==> src/rtl/stopwatch_ctrl_pkg.sv <==
// Shared definitions for the stopwatch control sequencer.
//  - sw_state_e : FSM encoding, also the o_State output code seen by the datapath
//  - sw_ev_e    : decoded button event after priority resolution
//  - button slot indices for the debouncer array
//  - default timing constants (100 MHz system clock)
//  - cw()       : counter width helper, never narrower than 1 bit
package stopwatch_ctrl_pkg;

  typedef enum logic [1:0] {
    ST_IDLE  = 2'b00,
    ST_RUN   = 2'b01,
    ST_PAUSE = 2'b10
  } sw_state_e;

  typedef enum logic [2:0] {
    EV_NONE,
    EV_LONG,
    EV_SHORT,
    EV_START,
    EV_REC
  } sw_ev_e;

  localparam int NUM_BTN   = 3;
  localparam int BTN_START = 0;
  localparam int BTN_STOP  = 1;
  localparam int BTN_REC   = 2;

  localparam int unsigned DEF_DEB_CNT   = 1_000_000;
  localparam int unsigned DEF_LONG_CNT  = 100_000_000;
  localparam int unsigned DEF_TICK_DIV  = 5_000_000;
  localparam int unsigned DEF_LAP_DEPTH = 4;
  localparam int unsigned DEF_LAP_AW    = 2;

  function automatic int unsigned cw(input int unsigned n);
    return (n < 2) ? 1 : $clog2(n);
  endfunction

endpackage

==> src/rtl/stopwatch_ctrl_if.sv <==
// Button / datapath-control bundle of the stopwatch sequencer.
//  i_fStart, i_fStop, i_fRecord : raw active-low buttons
//  o_Tick    : count enable       o_CntClr : clear running time
//  o_LapWr   : lap capture strobe o_LapIdx : lap write / view index
//  o_LapCnt  : valid laps         o_LapFull: all lap slots used
//  o_State   : 00 IDLE, 01 RUN, 10 PAUSE
// master = the sequencer, slave = datapath / button side.
interface stopwatch_ctrl_if #(
  parameter int LAP_AW = 2
) ();
  logic              i_fStart;
  logic              i_fStop;
  logic              i_fRecord;
  logic              o_Tick;
  logic              o_CntClr;
  logic              o_LapWr;
  logic [LAP_AW-1:0] o_LapIdx;
  logic [LAP_AW:0]   o_LapCnt;
  logic              o_LapFull;
  logic [1:0]        o_State;

  modport master (
    input  i_fStart, i_fStop, i_fRecord,
    output o_Tick, o_CntClr, o_LapWr, o_LapIdx, o_LapCnt, o_LapFull, o_State
  );

  modport slave (
    output i_fStart, i_fStop, i_fRecord,
    input  o_Tick, o_CntClr, o_LapWr, o_LapIdx, o_LapCnt, o_LapFull, o_State
  );
endinterface

==> src/rtl/stopwatch_ctrl_btn_debounce.sv <==
// Per-button input conditioning: 2-FF synchroniser, then a debouncer that
// accepts the synced level once it has differed from the current debounced
// level for DEB_CNT consecutive cycles. Any return to the old level restarts
// the count. Edge pulses are registered and coincide with the level change.
//  i_Clk, i_Rst : clock, async active-high reset
//  i_Raw        : raw button (0 = pressed)
//  o_Level      : debounced level, 1 after reset
//  o_Fall/o_Rise: 1-cycle pulses on debounced 1->0 / 0->1
module btn_debounce
  import stopwatch_ctrl_pkg::*;
#(
  parameter int unsigned DEB_CNT = DEF_DEB_CNT
) (
  input  logic i_Clk,
  input  logic i_Rst,
  input  logic i_Raw,
  output logic o_Level,
  output logic o_Fall,
  output logic o_Rise
);
  localparam int unsigned CW = cw(DEB_CNT);

  logic [1:0]    sync_q;
  logic [CW-1:0] cnt_q;
  logic          synced;

  assign synced = sync_q[1];

  always_ff @(posedge i_Clk or posedge i_Rst) begin
    if (i_Rst) sync_q <= 2'b11;
    else       sync_q <= {sync_q[0], i_Raw};
  end

  // Counter only runs while synced != level and is cleared on acceptance,
  // so it never exceeds DEB_CNT-1.
  always_ff @(posedge i_Clk or posedge i_Rst) begin
    if (i_Rst) begin
      o_Level <= 1'b1;
      cnt_q   <= '0;
      o_Fall  <= 1'b0;
      o_Rise  <= 1'b0;
    end else begin
      o_Fall <= 1'b0;
      o_Rise <= 1'b0;
      if (synced == o_Level) begin
        cnt_q <= '0;
      end else if (cnt_q == CW'(DEB_CNT - 1)) begin
        cnt_q   <= '0;
        o_Level <= synced;
        o_Fall  <= ~synced;
        o_Rise  <= synced;
      end else begin
        cnt_q <= cnt_q + 1'b1;
      end
    end
  end
endmodule

==> src/rtl/stopwatch_ctrl.sv <==
// Stopwatch control sequencer. Debounces Start/Stop/Record, decodes
// press / short-release / long-press events and runs the IDLE/RUN/PAUSE FSM
// that drives the counting datapath and its lap registers.
//  i_Clk, i_Rst : clock, async active-high reset
//  sw (master)  : raw buttons in; tick, clear, lap strobe/index/count/full
//                 and state out
module stopwatch_ctrl
  import stopwatch_ctrl_pkg::*;
#(
  parameter int unsigned DEB_CNT   = DEF_DEB_CNT,
  parameter int unsigned LONG_CNT  = DEF_LONG_CNT,
  parameter int unsigned TICK_DIV  = DEF_TICK_DIV,
  parameter int unsigned LAP_DEPTH = DEF_LAP_DEPTH,
  parameter int unsigned LAP_AW    = DEF_LAP_AW
) (
  input  logic             i_Clk,
  input  logic             i_Rst,
  stopwatch_ctrl_if.master sw
);
  localparam int unsigned PW  = cw(TICK_DIV);
  localparam int unsigned LCW = cw(LONG_CNT + 1);

  logic [NUM_BTN-1:0] raw, lvl, fall, rise;

  assign raw[BTN_START] = sw.i_fStart;
  assign raw[BTN_STOP]  = sw.i_fStop;
  assign raw[BTN_REC]   = sw.i_fRecord;

  btn_debounce #(.DEB_CNT(DEB_CNT)) u_deb [NUM_BTN-1:0] (
    .i_Clk   (i_Clk),
    .i_Rst   (i_Rst),
    .i_Raw   (raw),
    .o_Level (lvl),
    .o_Fall  (fall),
    .o_Rise  (rise)
  );

  // Only Stop needs its level and release edge.
  logic unused_btn;
  assign unused_btn = ^{lvl[BTN_START], lvl[BTN_REC], rise[BTN_START], rise[BTN_REC]};

  // ---------------- long press ----------------
  // lcnt counts debounced-low cycles and saturates at LONG_CNT; reaching the
  // saturation value is itself the "long already fired" flag, still visible
  // in the release cycle because lcnt only clears once the level is high.
  logic [LCW-1:0] lcnt_q;
  logic           stop_long, stop_short;

  always_ff @(posedge i_Clk or posedge i_Rst) begin
    if (i_Rst)                          lcnt_q <= '0;
    else if (lvl[BTN_STOP])             lcnt_q <= '0;
    else if (lcnt_q != LCW'(LONG_CNT))  lcnt_q <= lcnt_q + 1'b1;
  end

  assign stop_long  = ~lvl[BTN_STOP] && (lcnt_q == LCW'(LONG_CNT - 1));
  assign stop_short = rise[BTN_STOP] && (lcnt_q != LCW'(LONG_CNT));

  sw_ev_e ev;
  always_comb begin
    ev = EV_NONE;
    if      (stop_long)       ev = EV_LONG;
    else if (stop_short)      ev = EV_SHORT;
    else if (fall[BTN_START]) ev = EV_START;
    else if (fall[BTN_REC])   ev = EV_REC;
  end

  // ---------------- FSM + prescaler + laps ----------------
  sw_state_e         state_q, state_d;
  logic [PW-1:0]     presc_q, presc_d;
  logic [LAP_AW-1:0] idx_q, idx_d, idx_o;
  logic [LAP_AW:0]   cnt_q, cnt_d, idx_inc;
  logic              clr, wr;

  always_ff @(posedge i_Clk or posedge i_Rst) begin
    if (i_Rst) begin
      state_q <= ST_IDLE;
      presc_q <= '0;
      idx_q   <= '0;
      cnt_q   <= '0;
    end else begin
      state_q <= state_d;
      presc_q <= presc_d;
      idx_q   <= idx_d;
      cnt_q   <= cnt_d;
    end
  end

  assign idx_inc = {1'b0, idx_q} + 1'b1;

  always_comb begin
    state_d = state_q;
    idx_d   = idx_q;
    cnt_d   = cnt_q;
    idx_o   = idx_q;
    clr     = 1'b0;
    wr      = 1'b0;

    case (state_q)
      ST_RUN:   presc_d = (presc_q == PW'(TICK_DIV - 1)) ? '0 : presc_q + 1'b1;
      ST_PAUSE: presc_d = presc_q;
      default:  presc_d = '0;
    endcase

    case (ev)
      EV_LONG: begin
        state_d = ST_IDLE;
        clr     = 1'b1;
        cnt_d   = '0;
        idx_d   = '0;
        presc_d = '0;
      end
      EV_SHORT: begin
        if (state_q != ST_IDLE) begin
          state_d = ST_IDLE;
          clr     = 1'b1;
        end
      end
      EV_START: begin
        state_d = (state_q == ST_RUN) ? ST_PAUSE : ST_RUN;
      end
      EV_REC: begin
        if (state_q == ST_RUN) begin
          // Write index is presented combinationally in the strobe cycle
          // and held afterwards so the display shows the fresh lap.
          if (cnt_q < (LAP_AW+1)'(LAP_DEPTH)) begin
            wr    = 1'b1;
            idx_o = cnt_q[LAP_AW-1:0];
            idx_d = cnt_q[LAP_AW-1:0];
            cnt_d = cnt_q + 1'b1;
          end
        end else if (cnt_q == '0) begin
          idx_d = '0;
        end else begin
          idx_d = (idx_inc >= cnt_q) ? '0 : idx_inc[LAP_AW-1:0];
        end
      end
      default: ;
    endcase
  end

  assign sw.o_Tick    = (state_q == ST_RUN) && (presc_q == PW'(TICK_DIV - 1));
  assign sw.o_CntClr  = clr;
  assign sw.o_LapWr   = wr;
  assign sw.o_LapIdx  = idx_o;
  assign sw.o_LapCnt  = cnt_q;
  assign sw.o_LapFull = (cnt_q == (LAP_AW+1)'(LAP_DEPTH));
  assign sw.o_State   = state_q;
endmodule

==> src/flat_wrapper.sv <==
// flat-port wrapper written by rule: the top's interface ports become plain ports
module stopwatch_ctrl_flat import stopwatch_ctrl_pkg::*;
#(
  parameter int unsigned DEB_CNT   = DEF_DEB_CNT,
  parameter int unsigned LONG_CNT  = DEF_LONG_CNT,
  parameter int unsigned TICK_DIV  = DEF_TICK_DIV,
  parameter int unsigned LAP_DEPTH = DEF_LAP_DEPTH,
  parameter int unsigned LAP_AW    = DEF_LAP_AW
)
  (i_Clk, i_Rst, sw_i_fStart, sw_i_fStop, sw_i_fRecord, sw_o_Tick, sw_o_CntClr, sw_o_LapWr, sw_o_LapIdx, sw_o_LapCnt, sw_o_LapFull, sw_o_State);
  stopwatch_ctrl_if #(.LAP_AW(LAP_AW)) sw_i ();
  input  logic i_Clk;
  input  logic i_Rst;
  input wire logic [$bits(sw_i.i_fStart)-1:0] sw_i_fStart;
  input wire logic [$bits(sw_i.i_fStop)-1:0] sw_i_fStop;
  input wire logic [$bits(sw_i.i_fRecord)-1:0] sw_i_fRecord;
  output wire logic [$bits(sw_i.o_Tick)-1:0] sw_o_Tick;
  output wire logic [$bits(sw_i.o_CntClr)-1:0] sw_o_CntClr;
  output wire logic [$bits(sw_i.o_LapWr)-1:0] sw_o_LapWr;
  output wire logic [$bits(sw_i.o_LapIdx)-1:0] sw_o_LapIdx;
  output wire logic [$bits(sw_i.o_LapCnt)-1:0] sw_o_LapCnt;
  output wire logic [$bits(sw_i.o_LapFull)-1:0] sw_o_LapFull;
  output wire logic [$bits(sw_i.o_State)-1:0] sw_o_State;
  assign sw_i.i_fStart = sw_i_fStart;
  assign sw_i.i_fStop = sw_i_fStop;
  assign sw_i.i_fRecord = sw_i_fRecord;
  assign sw_o_Tick = sw_i.o_Tick;
  assign sw_o_CntClr = sw_i.o_CntClr;
  assign sw_o_LapWr = sw_i.o_LapWr;
  assign sw_o_LapIdx = sw_i.o_LapIdx;
  assign sw_o_LapCnt = sw_i.o_LapCnt;
  assign sw_o_LapFull = sw_i.o_LapFull;
  assign sw_o_State = sw_i.o_State;
  stopwatch_ctrl #(.DEB_CNT(DEB_CNT), .LONG_CNT(LONG_CNT), .TICK_DIV(TICK_DIV), .LAP_DEPTH(LAP_DEPTH), .LAP_AW(LAP_AW)) u_core (.i_Clk(i_Clk), .i_Rst(i_Rst), .sw(sw_i));
endmodule
==> config.mk <==
export PLATFORM = sky130hd
export DESIGN_NAME = stopwatch_ctrl_flat
export DESIGN_NICKNAME = d
export VERILOG_FILES = /design/src/rtl/stopwatch_ctrl_pkg.sv /design/src/rtl/stopwatch_ctrl_if.sv /design/src/rtl/stopwatch_ctrl_btn_debounce.sv /design/src/rtl/stopwatch_ctrl.sv /design/src/flat_wrapper.sv
export SDC_FILE = /design/constraint.sdc
export NUM_CORES = 1
export LEC_CHECK = 0
export CAP_MARGIN = 20
export CORE_MARGIN = 1
export CORE_UTILIZATION = 35
export DETAILED_ROUTE_END_ITERATION = 8
export GPL_TIMING_DRIVEN = 1
export SLEW_MARGIN = 5
export SYNTH_ARGS = -nofsm -noshare
export SYNTH_HDL_FRONTEND = slang
export SYNTH_SLANG_ARGS = --single-unit
==> constraint.sdc <==
create_clock -name i_Clk -period 5 [get_ports i_Clk]
set_clock_uncertainty 0.05 [all_clocks]
set_input_delay 0.75 -clock i_Clk [delete_from_list [all_inputs] [get_ports i_Clk]]
set_output_delay 0.75 -clock i_Clk [all_outputs]
set_load 0.01 [all_outputs]
==> reports/metrics.yaml <==
status: "finished clean"
ant_nets: 0
cts_tree: "built"
cp.required_ns: 4.20
clock-sinks: 129
ios: 16
pwr-share-clk: 0.537
rows: 50
clk_path_buf_depth: 2
post-route-min-period_ns: 3.956
grt_pass1_vias: 4882
antenna_found_initial: 0
viasPerCell: 5.098
async_flop_share: 1.000
r2r-start: "u_core.presc_q[12]"
clkTransAtPathRegs_ns: 0.06
synth_ff_type: "dfrtp_1"
hp-start: "u_core.u_deb[2].sync_q[0]"
worst_slew_pin_slew_ns: 0.8138
syn_avg_cell_area_um2: 9.470
synthesis.area_um2: 6761
drv_cap: 0
maxSlewHeadroom: 0.4525
cts-root-buf: "clkbuf_16"
grt_pass1_wl_mm: 24.36
yosysUniqueCellTypes: 60
diodes: 0
synth_area_leader_cell: "dfrtp_1"
gp_congestion: 0.7879
worst-path-buf-inv: 2
hp-class: "flop to flop"
tns_ns: 0
numCtsBuffers: 17
ys_ff_latch: 129
worstPathCellList: "or4bb_1 > nor4_2 > nand2_1 > buf_4 > and3_4 > mux2_4 > clkdlybuf4s50_1"
endpoint_kind: "output port"
path_max_fanout: 40
htreeDepth: 4
synth_top_area_frac: 0.4441
die_h_um: 141.0
rrSetupSlack_ns: 2.52
drive_gt1_frac: 0.08514
p_seq_frac: 0.445
synth_area_leaders: "dfrtp_1 44%, nor2_1 5.9%, xor2_1 5.4%, xnor2_1 4.8%, nand3_1 4.4%"
p_sw_frac: 0.2212
numPortBuffers: 15
initialDrtViolationCount: 296
cp_slowest_cell: "or4bb_1"
finalCritPeriodShare: 0.7911
final_core_util: 0.4146
insertion_delay_ns: 0.43
setup_viol: 0
die-area_um2: 19880
drv_slew: 0
layout_common_cells: "120 x dfrtp_1, 107 x nor2_1, 62 x nand2_1"
grt_overflow: 0
hold_violations: 0
post_cts_buffers: 0
p_int_mw: 1.860
final_nets: 744
critPathMaxStageDelay_ns: 0.53
rsz0062_at_grt: "false"
synth_fp_nets: 731
worstSetupPathType: "flop to output port"
multi_input_area_um2: 3368
area_delta_synth_final_pct: 15.47
wl_mm: 14.16
die_x_um: 141.0
ctsHoldBuffers: 0
p_sw_mw: 0.5282
grt_max_degree: 109
seq_area_um2: 3239
critPathLaunch: "u_core.lcnt_q[17]"
grt_usage: 0.1548
drtPass1Iterations: 4
p_comb_frac: 0.019
start_util: 0.3591
crit_arrival_ns: 3.16
synth-edff-count: 0
post_cts_resized: 0
worstSetupStartpointType: "flop"
dp_hpwl_mm: 9.378
routedWlPerCell_um: 14.16
ys_seq_area_frac: 0.4791
synth_warnings: 0
vias: 5098
power_density_nw_per_um2: 305.8
post-route-drc-count: 0
cp_top_family: "simple AND/OR/NAND/NOR gates"
coreArea_um2: 18830
fillerInstances: 1819
leakage_nw: 3.196
peakVddDrop_v: 0.0002734
synthCells: 714
final_common_cell: "dfrtp_1"
max_freq_ghz: 0.2528
Yosys cell counts, types with 14 or more instances:
cell type and n:
dfrtp_1 120, nor2_1 107, nand2_1 62, nand3_1 60
xor2_1 42, xnor2_1 37, nand4_1 31, and3_1 24
nor3_1 20, clkbuf_1 18, inv_1 14, nor4_1 14
cells by family after synthesis:
family                   Yosys count  share of synthesized area
AND/OR/NAND/NOR                  386                     0.2970
flip-flops                       129                     0.4791
XOR/XNOR                          79                     0.1023
AO/OA/AOI/OAI                     60                    0.06292
buffers and inverters             40                    0.02331
adder cells (fa/ha/maj)           12                    0.02221
multiplexers                       8                    0.01314
worst reg2reg max path: cells and delay by family, from the launching register on:
kind,cells,cell delay (ns)
and+or+nand+nor,3,1.08
AOI/OAI and AO/OA,2,0.50
DFF,1,0.47
buffers and inverters,1,0.27
flip-flops by register name (all words and copies together), names as in the netlist:
name,flops
u_core.presc_q,23
u_core.u_deb.sync_q,6
u_core.lcnt_q,27
u_core.idx_q,2
u_core.u_deb.o_Level,3
u_core.u_deb.cnt_q,60
u_core.sw.o_State,2
u_core.u_deb.o_Fall,2
u_core.u_deb.o_Rise,1
u_core.sw.o_LapCnt,3
per-stage QoR:
stage               power [mW]  worst slack (ns)  cell area [um^2]  hold slack [ns]  cells
floorplan                1.108            0.7739              6761           0.2952    714
global placement         1.125             1.471              7171           0.2968    967
detailed placement       1.125             1.475              7171           0.2976    967
CTS                      2.418             1.015              7780           0.3061    999
global route             2.472            0.9422              7807           0.3077   1000
finish                   2.388             1.044              7807           0.3032   1000
final timing paths:
path	endpoint	cells past startpoint
max in group asynchronous	u_core.u_deb[2].o_Level	4
hold / removal	u_core.u_deb[2].sync_q[1]	0
min in group asynchronous	u_core.u_deb[0].cnt_q[1]	2
setup / recovery	sw_o_LapIdx[1]	7
setup reg to reg	u_core.presc_q[20]	6
hold reg to reg	u_core.u_deb[2].sync_q[1]	0
layer usage:
layer	global-route usage	routed length (um)	up-vias
met1	0.2120	7047	2448
li1	-	-	2569
met3	0.03159	399	10
met5	0	0	-
met2	0.2399	6549	71
met4	0.06121	163	0
power by group through the flow:
stage	Clock (mW)	Combinational, mW	Sequential [mW]
2_1_floorplan	0	0.0297	1.08
3_3_place_gp	0	0.0447	1.08
3_5_place_dp	0	0.0443	1.08
4_1_cts	1.31	0.0447	1.06
5_1_grt	1.36	0.0528	1.06
6_report	1.28	0.0446	1.06
final cells by class:
type	count	area share
clock buffers	18	0.05497
inverters	14	0.007372
flip-flops and latches	129	0.4149
clock inverters	14	0.02308
multi-input cells	545	0.4314
repair buffers	20	0.02660
well taps	260	0.04167
Power figures use the tool's default switching activity.
